==> src/rtl/golden_nonce_pkg.sv <==
// Shared constants and serializer state encoding for the golden-nonce UART path.
package golden_nonce_pkg;

    localparam int unsigned NONCE_W            = 32;
    localparam int unsigned NONCE_BYTES        = 4;
    localparam int unsigned UART_BITS_PER_BYTE = 10;
    localparam int unsigned BAUD_CNT_W         = 16;
    localparam logic [7:0]  NONCE_SYNC_BYTE    = 8'hA5;

    typedef logic [2:0] ser_state_t;

    localparam ser_state_t ST_IDLE  = 3'd0;
    localparam ser_state_t ST_LOAD  = 3'd1;
    localparam ser_state_t ST_START = 3'd2;
    localparam ser_state_t ST_DATA  = 3'd3;
    localparam ser_state_t ST_STOP  = 3'd4;

endpackage

==> src/rtl/golden_nonce_uart_tx_fifo.sv <==
// Nonce buffer: synchronous write, registered read, 2^FIFO_DEPTH_LOG2 entries.
// A push into a full FIFO is accepted when a pop happens on the same edge.
module nonce_fifo
    import golden_nonce_pkg::*;
#(
    parameter int unsigned FIFO_DEPTH_LOG2 = 3
) (
    input  logic                       clk_i,
    input  logic                       rst_i,
    input  logic                       push_i,
    input  logic                       pop_i,
    input  logic [NONCE_W-1:0]         wdata_i,
    output logic [NONCE_W-1:0]         rdata_o,
    output logic                       full_c_o,
    output logic                       empty_c_o,
    output logic [FIFO_DEPTH_LOG2:0]   level_o
);

    localparam int unsigned DEPTH = 1 << FIFO_DEPTH_LOG2;
    localparam int unsigned PTR_W = FIFO_DEPTH_LOG2;
    localparam int unsigned LVL_W = FIFO_DEPTH_LOG2 + 1;

    logic [NONCE_W-1:0] mem_q [DEPTH];
    logic [PTR_W-1:0]   wr_ptr_q, wr_ptr_d;
    logic [PTR_W-1:0]   rd_ptr_q, rd_ptr_d;
    logic [LVL_W-1:0]   level_q, level_d;
    logic [NONCE_W-1:0] rdata_q, rdata_d;
    logic               wr_en_c, rd_en_c;

    assign full_c_o  = (level_q == LVL_W'(DEPTH));
    assign empty_c_o = (level_q == '0);
    assign rd_en_c   = pop_i && !empty_c_o;
    assign wr_en_c   = push_i && (!full_c_o || rd_en_c);

    always_comb begin
        wr_ptr_d = wr_ptr_q;
        rd_ptr_d = rd_ptr_q;
        level_d  = level_q;
        rdata_d  = rdata_q;
        if (wr_en_c) begin
            wr_ptr_d = wr_ptr_q + PTR_W'(1);
        end
        if (rd_en_c) begin
            rd_ptr_d = rd_ptr_q + PTR_W'(1);
            rdata_d  = mem_q[rd_ptr_q];
        end
        case ({wr_en_c, rd_en_c})
            2'b10:   level_d = level_q + LVL_W'(1);
            2'b01:   level_d = level_q - LVL_W'(1);
            default: level_d = level_q;
        endcase
    end

    always_ff @(posedge clk_i or posedge rst_i) begin
        if (rst_i) begin
            wr_ptr_q <= '0;
            rd_ptr_q <= '0;
            level_q  <= '0;
            rdata_q  <= '0;
        end else begin
            wr_ptr_q <= wr_ptr_d;
            rd_ptr_q <= rd_ptr_d;
            level_q  <= level_d;
            rdata_q  <= rdata_d;
        end
    end

    // Storage array carries no reset; pointers alone define validity.
    always_ff @(posedge clk_i) begin
        if (wr_en_c) begin
            mem_q[wr_ptr_q] <= wdata_i;
        end
    end

    assign rdata_o = rdata_q;
    assign level_o = level_q;

endmodule

==> src/rtl/golden_nonce_uart_tx.sv <==
// Buffers golden nonces and sends each MSB-byte-first over an 8N1 UART line.
// Build option GOLDEN_NONCE_HEADER_EN prefixes every frame with the sync byte.
module golden_nonce_uart_tx
    import golden_nonce_pkg::*;
#(
    parameter int unsigned BAUD_DIV        = 868,
    parameter int unsigned FIFO_DEPTH_LOG2 = 3
) (
    input  logic                     hash_clk,
    input  logic                     reset,
    input  logic                     golden_nonce_valid,
    input  logic [31:0]              golden_nonce,
    output logic                     uart_tx,
    output logic [FIFO_DEPTH_LOG2:0] fifo_level,
    output logic                     overflow,
    output logic                     busy
);

`ifdef GOLDEN_NONCE_HEADER_EN
    localparam int unsigned FRAME_BYTES = NONCE_BYTES + 1;
    localparam bit          HDR_EN      = 1'b1;
`else
    localparam int unsigned FRAME_BYTES = NONCE_BYTES;
    localparam bit          HDR_EN      = 1'b0;
`endif
    localparam int unsigned          DATA_BITS   = UART_BITS_PER_BYTE - 2;
    localparam logic [BAUD_CNT_W-1:0] BAUD_RELOAD = BAUD_CNT_W'(BAUD_DIV - 1);
    localparam logic [2:0]           LAST_BYTE   = 3'(FRAME_BYTES - 1);
    localparam logic [2:0]           LAST_BIT    = 3'(DATA_BITS - 1);

    // Byte idx of the frame: optional sync byte, then nonce bytes MSB first.
    function automatic logic [7:0] frame_byte(input logic [NONCE_W-1:0] word,
                                              input logic [2:0]         idx);
        logic [2:0] nidx;
        logic [7:0] res;
        nidx = idx - 3'(HDR_EN);
        case (nidx)
            3'd0:    res = word[31:24];
            3'd1:    res = word[23:16];
            3'd2:    res = word[15:8];
            default: res = word[7:0];
        endcase
        if (HDR_EN && (idx == 3'd0)) begin
            res = NONCE_SYNC_BYTE;
        end
        return res;
    endfunction

    ser_state_t              state_q, state_d;
    logic [BAUD_CNT_W-1:0]   cnt_q, cnt_d;
    logic [2:0]              bit_q, bit_d;
    logic [2:0]              byte_q, byte_d;
    logic [NONCE_W-1:0]      word_q, word_d;
    logic [7:0]              shreg_q, shreg_d;
    logic                    tx_q, tx_d;
    logic                    busy_q, busy_d;
    logic                    ovf_q, ovf_d;
    logic                    pop_c;
    logic [NONCE_W-1:0]      fifo_rdata;
    logic                    fifo_full_c, fifo_empty_c;

    nonce_fifo #(
        .FIFO_DEPTH_LOG2 (FIFO_DEPTH_LOG2)
    ) u_fifo (
        .clk_i     (hash_clk),
        .rst_i     (reset),
        .push_i    (golden_nonce_valid),
        .pop_i     (pop_c),
        .wdata_i   (golden_nonce),
        .rdata_o   (fifo_rdata),
        .full_c_o  (fifo_full_c),
        .empty_c_o (fifo_empty_c),
        .level_o   (fifo_level)
    );

    // tx_d is the line level for the state being entered, so uart_tx is a flop.
    always_comb begin
        state_d = state_q;
        cnt_d   = cnt_q;
        bit_d   = bit_q;
        byte_d  = byte_q;
        word_d  = word_q;
        shreg_d = shreg_q;
        tx_d    = tx_q;
        pop_c   = 1'b0;
        case (state_q)
            ST_IDLE: begin
                tx_d = 1'b1;
                if (!fifo_empty_c) begin
                    pop_c   = 1'b1;
                    state_d = ST_LOAD;
                end
            end
            ST_LOAD: begin
                word_d  = fifo_rdata;
                byte_d  = 3'd0;
                shreg_d = frame_byte(fifo_rdata, 3'd0);
                cnt_d   = BAUD_RELOAD;
                tx_d    = 1'b0;
                state_d = ST_START;
            end
            ST_START: begin
                if (cnt_q == '0) begin
                    cnt_d   = BAUD_RELOAD;
                    bit_d   = 3'd0;
                    tx_d    = shreg_q[0];
                    state_d = ST_DATA;
                end else begin
                    cnt_d = cnt_q - BAUD_CNT_W'(1);
                end
            end
            ST_DATA: begin
                if (cnt_q == '0) begin
                    cnt_d = BAUD_RELOAD;
                    if (bit_q == LAST_BIT) begin
                        tx_d    = 1'b1;
                        state_d = ST_STOP;
                    end else begin
                        bit_d   = bit_q + 3'd1;
                        shreg_d = shreg_q >> 1;
                        tx_d    = shreg_q[1];
                    end
                end else begin
                    cnt_d = cnt_q - BAUD_CNT_W'(1);
                end
            end
            ST_STOP: begin
                if (cnt_q == '0) begin
                    if (byte_q == LAST_BYTE) begin
                        tx_d    = 1'b1;
                        state_d = ST_IDLE;
                    end else begin
                        byte_d  = byte_q + 3'd1;
                        shreg_d = frame_byte(word_q, byte_q + 3'd1);
                        cnt_d   = BAUD_RELOAD;
                        tx_d    = 1'b0;
                        state_d = ST_START;
                    end
                end else begin
                    cnt_d = cnt_q - BAUD_CNT_W'(1);
                end
            end
            default: begin
                tx_d    = 1'b1;
                state_d = ST_IDLE;
            end
        endcase
        busy_d = (state_d != ST_IDLE);
        ovf_d  = ovf_q | (golden_nonce_valid & fifo_full_c & ~pop_c);
    end

    always_ff @(posedge hash_clk or posedge reset) begin
        if (reset) begin
            state_q <= ST_IDLE;
            cnt_q   <= '0;
            bit_q   <= '0;
            byte_q  <= '0;
            word_q  <= '0;
            shreg_q <= '0;
            tx_q    <= 1'b1;
            busy_q  <= 1'b0;
            ovf_q   <= 1'b0;
        end else begin
            state_q <= state_d;
            cnt_q   <= cnt_d;
            bit_q   <= bit_d;
            byte_q  <= byte_d;
            word_q  <= word_d;
            shreg_q <= shreg_d;
            tx_q    <= tx_d;
            busy_q  <= busy_d;
            ovf_q   <= ovf_d;
        end
    end

    assign uart_tx  = tx_q;
    assign busy     = busy_q;
    assign overflow = ovf_q;

endmodule

==> config.mk <==
export PLATFORM = sky130hd
export DESIGN_NAME = golden_nonce_uart_tx
export DESIGN_NICKNAME = d
export VERILOG_FILES = /design/src/rtl/golden_nonce_pkg.sv /design/src/rtl/golden_nonce_uart_tx_fifo.sv /design/src/rtl/golden_nonce_uart_tx.sv
export SDC_FILE = /design/constraint.sdc
export NUM_CORES = 1
export LEC_CHECK = 0
export BUFFER_PORTS_ARGS = -buffer_cell sky130_fd_sc_hd__buf_2
export CAP_MARGIN = 20
export CORE_ASPECT_RATIO = 0.6
export CORE_UTILIZATION = 50
export CTS_CLUSTER_SIZE = 30
export DETAILED_ROUTE_END_ITERATION = 8
export GPL_TIMING_DRIVEN = 0
export PLACE_DENSITY = 0.69
export SYNTH_ARGS = -nofsm -noshare
export SYNTH_HDL_FRONTEND = slang
export SYNTH_SLANG_ARGS = --single-unit
==> constraint.sdc <==
create_clock -name hash_clk -period 5.2 [get_ports hash_clk]
set_input_delay 1.04 -clock hash_clk [delete_from_list [all_inputs] [get_ports hash_clk]]
set_output_delay 1.04 -clock hash_clk [all_outputs]
set_load 0.01 [all_outputs]
# Word-level counts from Yosys, hierarchy flattened
# Memories as Yosys holds them, arrays and structs flattened. A register that Yosys moved wholly into a read port is not among the register bits.
# Cells that the tools add are included.
[classes]
addsub = 7
n_eq_ne = 17
muxes = 35
bitwise_logic = 4
n_reduce_logical = 21
[ops]
columns = ["operator", "count"]
rows = [
  ["two-way mux 16 bit", 3],
  ["case mux 16 bit (3 select lines)", 1],
  ["case mux 8 bit (3 select lines)", 2],
  ["two-way mux 8 bit", 4],
  ["two-way mux 3 bit", 10],
  ["zero test 16 bit", 1],
  ["subtractor 16 x 1 -> 16 bit, second input constant", 1],
  ["case mux 3 bit (5 select lines)", 1],
  ["adder 3 x 1 -> 3 bit, second input constant", 4],
  ["== test 3 x 2 -> 1 bit, second input constant", 4],
  ["case mux 3 bit (2 select lines)", 2],
  ["inequality test 2 bit, second input constant", 5],
  ["two-way mux 1 bit", 9],
  ["nonzero test 3 bit", 3],
  ["case mux 4 bit (2 select lines)", 1],
  ["== test 3 x 1 -> 1 bit, second input constant", 2],
  ["== test 3 bit, second input constant", 2],
  ["zero test 3 bit", 2],
  ["AND reduction 3 bit", 2],
  ["nonzero test 2 bit", 3],
  ["AND reduction 5 bit", 1],
  ["adder 4 x 1 -> 4 bit, second input constant", 1],
  ["== test 4 bit, second input constant", 1],
  ["zero test 4 bit", 1],
  ["other kinds (15)", 18],
]
[totals]
ff_bits = 78
ramBits = 256
in_bits = 35
out_inout_bits = 7
word_cells = 97
n_memories = 1
[mem_list]
columns = ["name", "words", "word_bits", "rd", "rd_ports_with_merged_regs", "wr", "line", "text"]
rows = [
  ["u_fifo.mem_q", 8, 32, 1, 1, 1, "golden_nonce_uart_tx_fifo.sv:23", "logic [NONCE_W-1:0] mem_q [DEPTH];"],
]

# Longest topological paths before layout
# Gate-level depths: netlist (run 1).
[logic_depth]
depth_word = 8
depth_mapped = 13
ltp_nobuf = 11

# By module
# A second synthesis (run 1) with hierarchy kept.
[hier_totals]
cells_unflattened = 1059
area_unflattened_um2 = 15094.5
[by_module_without_submodules]
columns = ["mod", "n_inst", "cells_each", "area_per_inst_um2", "seq_area_each_um2"]
rows = [
  ["nonce_fifo", 1, 647, 11511.0, 8738.4],
  ["golden_nonce_uart_tx", 1, 412, 3583.4, 1702.9],
]

# Worst setup path after synthesis (run 1)
# Ideal clock, no wire load.
[synth_path]
path_type = "register to register"
startpoint = "register state_q[0]"
endpoint = "memory u_fifo.mem_q[0][0], enable pin"
setup_ns = 0.502
t_arrival_ns = 4.519
required_time_ns = 4.698
setup_slack_ns = 0.180
stages_incl_launch_ff = 8
n_path_buf = 2
period_less_slack_ns = 5.020
path_cell_list = "dfrtp_1 -> buf_2 -> or3_1 -> clkbuf_1 -> nand3_1 -> and2_1 -> clkinv_1 -> nor4_1"
[synth_between]
elab_chain_cells = 7
[synth_lines]
columns = ["element", "line", "text"]
rows = [
  ["start: declaration", "golden_nonce_uart_tx.sv:49", "ser_state_t state_q, state_d;"],
  ["start signal: assignment", "golden_nonce_uart_tx.sv:164", "state_q <= state_d;"],
  ["zero test 3 bit", "golden_nonce_uart_tx.sv:86", "case (state_q)"],
  ["two-way mux 1 bit", "golden_nonce_uart_tx.sv:86", ""],
  ["logical AND 1 bit", "golden_nonce_uart_tx_fifo.sv:32", "assign rd_en_c = pop_i && !empty_c_o;"],
  ["logical OR 1 bit", "golden_nonce_uart_tx_fifo.sv:33", "assign wr_en_c = push_i && (!full_c_o || rd_en_c);"],
  ["logical AND 1 bit", "golden_nonce_uart_tx_fifo.sv:33", ""],
  ["two-way mux 1 bit", "golden_nonce_uart_tx_fifo.sv:70", "if (wr_en_c) begin"],
  ["two-way mux 1 bit (implied by the code)", "golden_nonce_uart_tx_fifo.sv:71", "mem_q[wr_ptr_q] <= wdata_i;"],
  ["end: declaration", "golden_nonce_uart_tx_fifo.sv:23", ""],
]
# Every way passes these cells.

# Worst setup path after layout (run 1)
[layout_path]
startpoint = "register state_q[0]"
endpoint = "memory u_fifo.mem_q[0][19], enable pin"
# Same word-level chain as after synthesis.

==> parameters.txt, run 1 <==
Parameter                              Value

Floorplanning
  Die ar.    ~31,000 um2
  Count of boundary I/O pins    42
  Cell Rows    48
  Core area    between 20,000 and 30,000 um2
  Die boundary height    between 100 and 150 um
  Overall die width    between 200 and 250 um
  Initial core utilization    slightly above 50%

Cells and area
  Area delta synth->final    14.30%
  Net total in the final layout    between 1,000 and 1,500
  Count of filler cells inserted in the layout    between 2,000 and 2,500
  Ant diodes    0
  Area occupied by multi-input gates    roughly 4300 um2
  Post-layout instance count excluding filler cells    1,482
  Area taken by flip-flops and latches    between 10,000 and 15,000 um2
  Ratio of cells with drive above 1 in the final layout    roughly a fifth
  Utilization after layout    between 50% and 60%

Power
  Leakage power figure    around 0.006 uW
  Maximum resistive drop on vdd    roughly 0.00036 V
  Cell area power density    389.0 nW/um2

Timing
  # setup viols final    0
  Min setup slack post-route    between 1.5 and 2 ns
  Hold violation total from the final report    0
  RSZ-0062 raised after global routing    false
  Min cycle time layout    roughly 3.7 ns
  Period Utilization, post-route    70.35%
  Worst slew margin relative to its limit    around a third
  Post-route setup TNS    0 ns
  Achievable clock frequency    between 0.2 and 0.3 GHz
  Pin slew with the least headroom to its limit    approximately 1 ns
  Hold_ws    between 0.4 and 0.5 ns
  Setup Skew    approximately 0.018 ns
  Pins over their slew limit    0

Logic synthesis
  Post-Synthesis Net Count    roughly 1,000
  Flip-flop and latch count after synthesis    366
  Gate Count Post-Synth    ~960
  Combinational family with the most area after synthesis    multiplexers
  Top-area cell type share of the netlist area    between 50% and 60%
  Largest area contributor in the synthesized netlist    sky130_fd_sc_hd__edfxtp_1
  Main flop type after synthesis    sky130_fd_sc_hd__edfxtp_1
  Number of enable-type register cells in the synthesized netlist    about 260
  Post-synthesis cell type count    62
  Most numerous cell in the Yosys netlist    sky130_fd_sc_hd__edfxtp_1
  Sequential cell area fraction in the yosys report    69.81%
  Top cells by instance count after synthesis    sky130_fd_sc_hd__edfxtp_1, sky130_fd_sc_hd__nand2_1, sky130_fd_sc_hd__dfrtp_1
  Post-synthesis xor/xnor area fraction    1.113%
  Async set-or-reset flop fraction in the synthesized netlist    a little under a third
  Adder-cell area share of the yosys netlist    ~1.2%
  Synth Cell Area    14,960 um2
  Syn_area_per_cell    about 16 um2
  Share of synthesized area spent on multiplexers    around an eighth
  Share of the synthesized area in compound gates (AO/OA/AOI/OAI)    5.145%
  Synth top area cells    sky130_fd_sc_hd__edfxtp_1, sky130_fd_sc_hd__dfrtp_1, sky130_fd_sc_hd__mux4_2
  Synth Area in Simple Gates    between 8 and 9%
  Synthesis Warnings    0

Route
  Router iterations before antenna repair    9
  Average wire per standard cell    roughly 22 um
  Remaining design rule violation count    0
  Number of nets with antenna violations after routing    0
  Via density per instance    between 5 and 6
  Wirelength, routed    about 32,000 um
  Total via count after detailed routing    between 8,000 and 9,000
  1st-iter DRT viols    965

Placed design
  DP HPWL    around 22,000 um
  Quantity of I/O buffers inserted on ports    just over 40
  Placer's final routability congestion estimate    0.8721
  Pre-CTS setup slack    ~1.6 ns
  Total placed cells including tap cells    approximately 1,400

Critical path
  Crit path arrival time    between 3 and 4 ns
  Critical path peak fanout    10
  Data required time of the critical path    roughly 5.5 ns
  Startpoint kind of the worst setup timing path    register
  Worst Setup End Kind    register
  Register-to-register setup slack    around 1.5 ns
  Type of the worst setup path    register to register

Clock network
  Clock tree from TritonCTS    yes
  Later-pin clock latency in the skew report    about 0.58 ns
  Post-CTS Resized    0
  CTS Root Buffer Type    sky130_fd_sc_hd__clkbuf_16
  Hold buffer count at cts    0
  H-tree level count    1
  Clk pin slew, worst setup/hold paths    around 0.070 ns
  Number of buffers created by CTS    31
  Number of sinks on the clock net    roughly 370
  Number of buffers inserted by post-CTS setup repair    0
  Maximum count of clock buffers along a single path    3

GRT
  Maximum number of pins on one net before global-route repair    between 60 and 70
  Global route total overflow    0
  Via count of the first global-routing pass    8,335
  Antenna violations before repair    0
  GRT Overall Usage    roughly 22%
  First-pass GRT wire length    between 50,000 and 60,000 um

Hold path
  Worst hold path type    register to register

Job
  Max cap viols    0

Outcome
  Result of the run    finished clean
-- worst max-delay path, cell delays in order, from the launching register on --
cell and delay (ns):
sky130_fd_sc_hd__dfrtp_1 0.37, sky130_fd_sc_hd__buf_2 0.18, sky130_fd_sc_hd__or3_1 0.33, sky130_fd_sc_hd__clkbuf_1 0.22, sky130_fd_sc_hd__nand3_1 0.13, sky130_fd_sc_hd__and2_1 0.20
sky130_fd_sc_hd__clkinv_1 0.29, sky130_fd_sc_hd__nor4_2 0.70, sky130_fd_sc_hd__buf_4 0.32, sky130_fd_sc_hd__buf_4 0.20, sky130_fd_sc_hd__buf_4 0.20, sky130_fd_sc_hd__buf_4 0.21
-- cell usage in the layout, fill, tap and decap left out, types with 6 or more instances in the layout --
cell | synthesis | final
sky130_fd_sc_hd__nand2b_1 | 8 | 8
sky130_fd_sc_hd__edfxtp_1 | 256 | 256
sky130_fd_sc_hd__ha_1 | 14 | 14
sky130_fd_sc_hd__clkbuf_1 | 28 | 35
sky130_fd_sc_hd__dfrtp_1 | 109 | 109
sky130_fd_sc_hd__nor2_1 | 54 | 51
sky130_fd_sc_hd__mux2i_1 | 32 | 32
sky130_fd_sc_hd__nor2b_1 | 9 | 9
sky130_fd_sc_hd__nor3b_1 | 8 | 8
sky130_fd_sc_hd__nand2_1 | 122 | 122
sky130_fd_sc_hd__a211oi_1 | 13 | 13
sky130_fd_sc_hd__buf_4 | 2 | 7
sky130_fd_sc_hd__nand3_1 | 14 | 14
sky130_fd_sc_hd__mux4_2 | 64 | 64
sky130_fd_sc_hd__buf_6 | 1 | 17
sky130_fd_sc_hd__o31ai_1 | 6 | 6
sky130_fd_sc_hd__inv_1 | 10 | 9
sky130_fd_sc_hd__a21oi_1 | 56 | 56
sky130_fd_sc_hd__nor3_1 | 17 | 13
sky130_fd_sc_hd__clkbuf_16 | 0 | 31
sky130_fd_sc_hd__a222oi_1 | 8 | 8
sky130_fd_sc_hd__buf_2 | 13 | 54
sky130_fd_sc_hd__buf_1 | 6 | 6
sky130_fd_sc_hd__o21ai_0 | 17 | 17
sky130_fd_sc_hd__mux2_2 | 11 | 11
sky130_fd_sc_hd__xnor2_1 | 15 | 15
-- where the power goes --
part | internal [uW] | switching [uW]
Clock | 1390 | 1050
Sequential | 3460 | 109
Combinational | 252 | 395
-- area by class of cell --
cell class | instances | area share (%)
sequential | 366 | 61.07
multi-input combinational | 529 | 25.15
clock buffer | 41 | 4.933
timing repair buffer | 67 | 3.074
tap | 400 | 2.927
clock inverter | 17 | 1.281
buffer | 50 | 1.281
inverter | 12 | 0.2781
-- routing by layer --
| metal | part of all wire, % | track usage, % |
|---|---|---|
| met5 | 0 | 0 |
| met4 | 1.5 | 3.968 |
| met3 | 7.5 | 4.431 |
| met2 | 42 | 31.58 |
| met1 | 49 | 35.13 |
-- cell families (layout without fill, tap and decap cells) --
kind of cell             count (synthesis)  after routing
flip-flops                             366            366
XOR/XNOR                                19             19
AO/OA/AOI/OAI                          122            122
multiplexers                           107            107
buffers and inverters                   62            187
adder cells (fa/ha/maj)                 14             14
AND/OR/NAND/NOR                        267            267
-- through the flow --
stage | total power (uW) | area, um2
2_1_floorplan | 3934 | 14960
3_3_place_gp | 4175 | 15660
3_5_place_dp | 4281 | 16020
4_1_cts | 6703 | 17080
5_1_grt | 6896 | 17100
6_report | 6650 | 17100
-- path summary, 6_finish.rpt --
check / from / endpoint / cells after the start
min in group asynchronous: reset / bit_q[1] / 2
hold / removal: u_fifo.rdata_o[13] / word_q[13] / 2
max in group asynchronous: reset / uart_tx / 3
setup reg to reg: state_q[0] / u_fifo.mem_q[0][19] / 11
hold reg to reg: u_fifo.rdata_o[13] / word_q[13] / 2
setup / recovery: state_q[0] / u_fifo.mem_q[0][19] / 11
-- flip-flops by register name (all words and copies together) (netlist names) --
name and cells:
state_q 3, u_fifo.mem_q 256, cnt_q 16, u_fifo.wr_ptr_q 3
u_fifo.level_o 4, u_fifo.rdata_o 32, overflow 1, shreg_q 8
bit_q 3, uart_tx 1, u_fifo.rd_ptr_q 3, word_q 32
busy 1, byte_q 3
Note: power is estimated with default switching activity, not from simulation.
==> inputs of run 2 (changes only) <==
- PLACE_DENSITY: 0.69 -> 0.66
- clock period: 5.2 -> 3.5 ns (I/O delays scaled with it)
==> run 2 against run 1 <==
- first-iteration DRC count decreased by 11%
- non-clock buffer count decreased by 5
- combinational power rose by 44%
- setup slack got worse by 1.5 ns
- clock skew up 0.0074 ns
- sequential power increased by 49%
- total power is 45% higher
- routed wire length is 2.7% lower
- critical path depth shrank 1
- worst hold slack lost 0.15 ns
- via count fell by 1.1%
- critical path type unchanged
- critical endpoint is now u_fifo.mem_q[1][17]
- largest cell class unchanged
==> parameters.txt, run 2 (synthesis gave the netlist of run 1 again) <==
Parameter                              Value

Clock network
  Clk pin slew, worst setup/hold paths    approximately 0.06 ns
  CTS Root Buffer Type    sky130_fd_sc_hd__clkbuf_16
  Hold buffer count at cts    0
  Maximum count of clock buffers along a single path    3
  Number of sinks on the clock net    ~370
  Number of buffers created by CTS    34
  Number of buffers inserted by post-CTS setup repair    0
  H-tree level count    2
  Later-pin clock latency in the skew report    0.53 ns
  Clock tree from TritonCTS    yes

Timing
  Hold_ws    0.3200 ns
  Pin slew with the least headroom to its limit    0.9197 ns
  Min cycle time layout    between 3 and 4 ns
  Setup Skew    ~0.025 ns
  Post-route setup TNS    0 ns
  Pins over their slew limit    0
  Period Utilization, post-route    99.17%
  RSZ-0062 raised after global routing    true
  Achievable clock frequency    0.2881 GHz
  Worst slew margin relative to its limit    about two fifths
  Hold violation total from the final report    0
  # setup viols final    0

Cells and area
  Area delta synth->final    13.90%
  Register name with the most flops    u_fifo.mem_q
  Net total in the final layout    around 1,100
  Flip-flop count of the largest register after layout    between 200 and 300
  Commonest non-fill, non-tap cells in the layout    sky130_fd_sc_hd__edfxtp_1, sky130_fd_sc_hd__nand2_1, sky130_fd_sc_hd__dfrtp_1
  Count of filler cells inserted in the layout    about 2,300
  Ratio of cells with drive above 1 in the final layout    about a fifth
  Ant diodes    0
  Final instance area    approximately 17,000 um2
  Commonest non-fill, non-tap cell in the layout    sky130_fd_sc_hd__edfxtp_1
  Post-layout instance count excluding filler cells    between 1,000 and 1,500

Critical path
  Type of the worst setup path    register to register
  Worst Setup End Kind    register
  Cell seen most often among critical-path stages    sky130_fd_sc_hd__buf_6
  Data required time of the critical path    3.73 ns
  Depth of the most critical reg-to-reg path    10
  Critical path peak fanout    10
  Startpoint kind of the worst setup timing path    register
  CP Cell Sequence    buf_2, or3_1, clkbuf_1, nand3_1, and2_1, clkinv_1, nor3_2, buf_6, buf_6, buf_6
  Crit path arrival time    about 3.7 ns
  Delay of the slowest cell on the worst path    ~0.76 ns
  Cell with the largest stage delay on the worst path    sky130_fd_sc_hd__nor3_2

Floorplanning
  Initial core utilization    slightly above 50%
  Cell Rows    48
  Core area    a little under 30,000 um2
  Overall die width    225.3 um
  Die boundary height    roughly 140 um
  Die ar.    just over 30,000 um2
  Count of boundary I/O pins    between 40 and 50

Power
  Switching Power    around 2300 uW
  Net Sw Frac    between 20% and 30%
  Internal portion of total power    7395 uW
  Leakage power figure    0.005996 uW
  Combinational fraction of design power    9.7%
  Maximum resistive drop on vdd    0.0004860 V
  Total chip power    roughly 9600 uW
  Cell area power density    approximately 570 nW/um2
  Portion of total power attributed to the clock network    around a third
  Sequential fraction of design power    a little under three fifths

Placed design
  DP HPWL    about 21,000 um
  Area of placed instances    between 15,000 and 20,000 um2
  Total placed cells including tap cells    roughly 1,400
  Placer's final routability congestion estimate    approximately 0.9
  Quantity of I/O buffers inserted on ports    between 40 and 50

Route
  Wirelength, routed    about 32,000 um
  Number of nets with antenna violations after routing    0
  1st-iter DRT viols    between 800 and 900
  Via density per instance    about 5.7
  Router iterations before antenna repair    7
  Average wire per standard cell    ~21 um
  Total via count after detailed routing    8,471
  Remaining design rule violation count    0

GRT
  Via count of the first global-routing pass    8,492
  Antenna violations before repair    0
  First-pass GRT wire length    slightly above 50,000 um
  GRT Overall Usage    22.03%
  Global route total overflow    0
  Maximum number of pins on one net before global-route repair    43

Outcome
  Result of the run    finished clean

Hold path
  Worst hold path type    input port to asynchronous set/reset pin

Job
  Max cap viols    0
-- run 2: metrics by stage --
| step | utilization (%) | worst slack [ns] |
|---|---|---|
| floorplan | - | -0.6794 |
| global placement | 53.93 | -3.090 |
| detailed placement | 55.12 | 0.008201 |
| CTS | 58.57 | 0.006484 |
| global route | 58.60 | -0.2084 |
| finish | 58.60 | 0.02896 |
-- run 2: power by group through the flow --
stage | Clock, uW | Combinational (uW) | Sequential [uW]
6_report | 3400 | 932 | 5310
2_1_floorplan | 0 | 474 | 5370
5_1_grt | 3660 | 1020 | 5350
3_3_place_gp | 0 | 771 | 5430
3_5_place_dp | 0 | 947 | 5400
4_1_cts | 3490 | 951 | 5310
-- run 2: metal layers --
metal | part of all wire, % | global-route usage [%] | wire length, um | up-vias
li1 | - | - | - | 3850
met5 | 0 | 0 | 0 | -
met4 | 1.3 | 4.837 | 424 | 0
met3 | 6.6 | 4.539 | 2071 | 38
met1 | 49 | 34.68 | 15410 | 4353
met2 | 43 | 31.53 | 13600 | 230
-- run 2: final timing paths --
path / startpoint / endpoint / slack [ns]
worst min register to register: overflow / overflow / 0.46
max in group asynchronous: reset / uart_tx / 2.46
worst min-delay path: reset / u_fifo.wr_ptr_q[1] / 0.32
min in group hash_clk: golden_nonce[13] / u_fifo.mem_q[7][13] / 0.44
worst max-delay path: state_q[0] / u_fifo.mem_q[1][17] / 0.03
worst max register to register: state_q[0] / u_fifo.mem_q[1][17] / 0.03
-- run 2: critical path: cells and delay by family, from the launching register on --
kind / cells / cell delay [ns]
buffers and inverters: 6 / 1.38
AND/OR/NAND/NOR: 4 / 1.41
flip-flops: 1 / 0.39
-- run 2: area by class of cell --
class	instances	area, um2	area share (%)
buffer	50	219.0	1.285
clock buffer	49	948.4	5.567
clock inverter	11	52.55	0.3085
inverter	12	48.80	0.2864
multi-input combinational	529	4322	25.37
sequential	366	10440	61.29
tap	400	500.5	2.938
timing repair buffer	62	503.0	2.953
-- run 2: repair_timing --
| action | in CTS | in global routing |
|---|---|---|
| gates resized for setup | 0 | 1 |
| endpoints found under the setup margin | 0 | 28 |
| endpoints found under the hold margin | 0 | 0 |
==> inputs of run 3 (changes only) <==
- CTS_CLUSTER_DIAMETER: not set -> 50
- clock period: 3.5 -> 4.3 ns (I/O delays scaled with it)
==> run 3 against run 2 <==
- final cell count decreased by 1.3%
- sequential cell count unchanged
- setup slack improved by 0.81 ns
- critical path depth unchanged
- clock-buffer cell count decreased by 26
- fmax increased by 0.29%
- utilization decreased by 0.72 points
- routed wire length increased by 1.6%
- highest routed layer unchanged
==> parameters.txt, run 3 (synthesis gave the netlist of run 1 again) <==
Parameter                              Value

Floorplanning
  Die ar.    30,630 um2
  Overall die width    between 200 and 250 um
  Core area    29,070 um2
  Count of boundary I/O pins    42
  Cell Rows    48
  Initial core utilization    a little over 50%
  Die boundary height    136.0 um

Clock network
  CTS Root Buffer Type    sky130_fd_sc_hd__clkbuf_16
  Clock tree from TritonCTS    yes
  Number of buffers created by CTS    22
  Number of sinks on the clock net    roughly 370
  Post-CTS Resized    0
  Number of buffers inserted by post-CTS setup repair    0
  Maximum count of clock buffers along a single path    3
  Hold buffer count at cts    0
  Later-pin clock latency in the skew report    between 0.5 and 0.6 ns
  Clk pin slew, worst setup/hold paths    0.10 ns
  H-tree level count    1

GRT
  Antenna violations before repair    0
  First-pass GRT wire length    around 50,000 um
  Maximum number of pins on one net before global-route repair    a little under 70
  GRT Overall Usage    a little over a fifth
  Fraction of met3 tracks used by global routing    under 10%
  Met2 global-route usage    31.14%
  Global route total overflow    0
  Busiest grt layer    met1
  Global-route track usage on met1    35.44%
  Via count of the first global-routing pass    ~8,400

Timing
  Hold_ws    around 0.37 ns
  Period Utilization, post-route    about four fifths
  Hold violation total from the final report    0
  Worst slew margin relative to its limit    between 20 and 30%
  # setup viols final    0
  Min cycle time layout    approximately 3.5 ns
  Achievable clock frequency    ~0.29 GHz
  RSZ-0062 raised after global routing    false
  Post-route setup TNS    0 ns
  Setup Skew    ~0.016 ns
  Pin slew with the least headroom to its limit    1.051 ns
  Pins over their slew limit    0

Critical path
  Cell with the largest stage delay on the worst path    sky130_fd_sc_hd__nor3_2
  FF-to-FF Start    state_q[0]
  Capture point of the worst reg-to-reg path    u_fifo.mem_q[2][18]
  CP Cell Sequence    buf_2, or3_1, clkbuf_1, nand3_1, and2_1, clkinv_1, nor3_2, buf_6, buf_6, buf_6
  Data required time of the critical path    4.56 ns
  Crit path arrival time    around 3.7 ns
  Delay of the slowest cell on the worst path    roughly 0.78 ns
  Worst Setup End Kind    register
  Cell class contributing the biggest share of worst-path delay    simple AND/OR/NAND/NOR gates
  Startpoint kind of the worst setup timing path    register
  Critical path peak fanout    10
  Cell seen most often among critical-path stages    sky130_fd_sc_hd__buf_6
  Register-to-register setup slack    about 0.84 ns
  Buf/Inv on CP    6
  Type of the worst setup path    register to register
  Depth of the most critical reg-to-reg path    10

Placed design
  Total placed cells including tap cells    around 1,400
  Placer's final routability congestion estimate    about 0.86
  Quantity of I/O buffers inserted on ports    just over 40
  Area of placed instances    around 16,000 um2
  DP HPWL    between 20,000 and 25,000 um

Cells and area
  Net total in the final layout    approximately 1,100
  Commonest non-fill, non-tap cell in the layout    sky130_fd_sc_hd__edfxtp_1
  Post-layout instance count excluding filler cells    between 1,000 and 1,500
  Commonest non-fill, non-tap cells in the layout    sky130_fd_sc_hd__edfxtp_1, sky130_fd_sc_hd__nand2_1, sky130_fd_sc_hd__dfrtp_1
  Ratio of cells with drive above 1 in the final layout    about a fifth
  Count of filler cells inserted in the layout    about 2,300
  Final instance area    about 17,000 um2
  Ant diodes    0
  Register name with the most flops    u_fifo.mem_q
  Flip-flop count of the largest register after layout    between 200 and 300
  Area delta synth->final    12.49%

Route
  1st-iter DRT viols    between 800 and 900
  Router iterations before antenna repair    5
  Wirelength, routed    between 30,000 and 40,000 um
  Average wire per standard cell    ~22 um
  Number of nets with antenna violations after routing    0
  Via density per instance    5.797
  Total via count after detailed routing    8,463
  Remaining design rule violation count    0

Job
  Max cap viols    0

Hold path
  Worst hold path type    input port to asynchronous set/reset pin

Power
  Leakage power figure    0.005899 uW
  Total chip power    around 7500 uW
  Cell area power density    about 450 nW/um2
  Maximum resistive drop on vdd    between 0.0003 and 0.0004 V

Outcome
  Result of the run    finished clean
## run 3: layer usage
metal | vias up | wire (um)
met3 | 39 | 2310
met2 | 290 | 13680
met5 | - | 0
met4 | 0 | 467
li1 | 3829 | -
met1 | 4305 | 15540
## run 3: layout make-up
class	count	area, um2	share of cell area, %
plain buffers	50	219.0	1.301
clock buffers	23	575.6	3.421
clock inverters	17	232.7	1.383
inverters	12	47.55	0.2826
multi-input cells	529	4309	25.61
flip-flops and latches	366	10440	62.06
well taps	400	500.5	2.975
repair buffers	63	499.2	2.967
## run 3: worst max path at each step
stage	startpoint	end	slack (ns)	cells after the start
final	state_q[0]	u_fifo.mem_q[2][18]	0.84	10
after global routing	state_q[0]	u_fifo.mem_q[3][18]	0.60	10
after CTS	state_q[0]	u_fifo.mem_q[2][18]	0.77	10
after detailed placement	state_q[0]	u_fifo.mem_q[2][14]	0.80	10
after global placement	state_q[0]	u_fifo.mem_q[3][17]	-2.67	7
after floorplan	state_q[0]	u_fifo.mem_q[2][0]	0.12	7
## run 3: power by group
group	leakage (uW)	internal (uW)	total, uW	switching (uW)
registers	0.00363	4180	4310	134
clock network	0.000394	1100	2450	1360
logic	0.00187	301	772	471
total	0.00590	5580	7540	1960
## run 3: stage by stage
stage,util (%),setup slack (ns)
CTS,57.88,0.7740
global placement,53.90,-2.668
floorplan,-,0.1206
detailed placement,55.10,0.7969
finish,57.88,0.8390
global route,57.88,0.5999
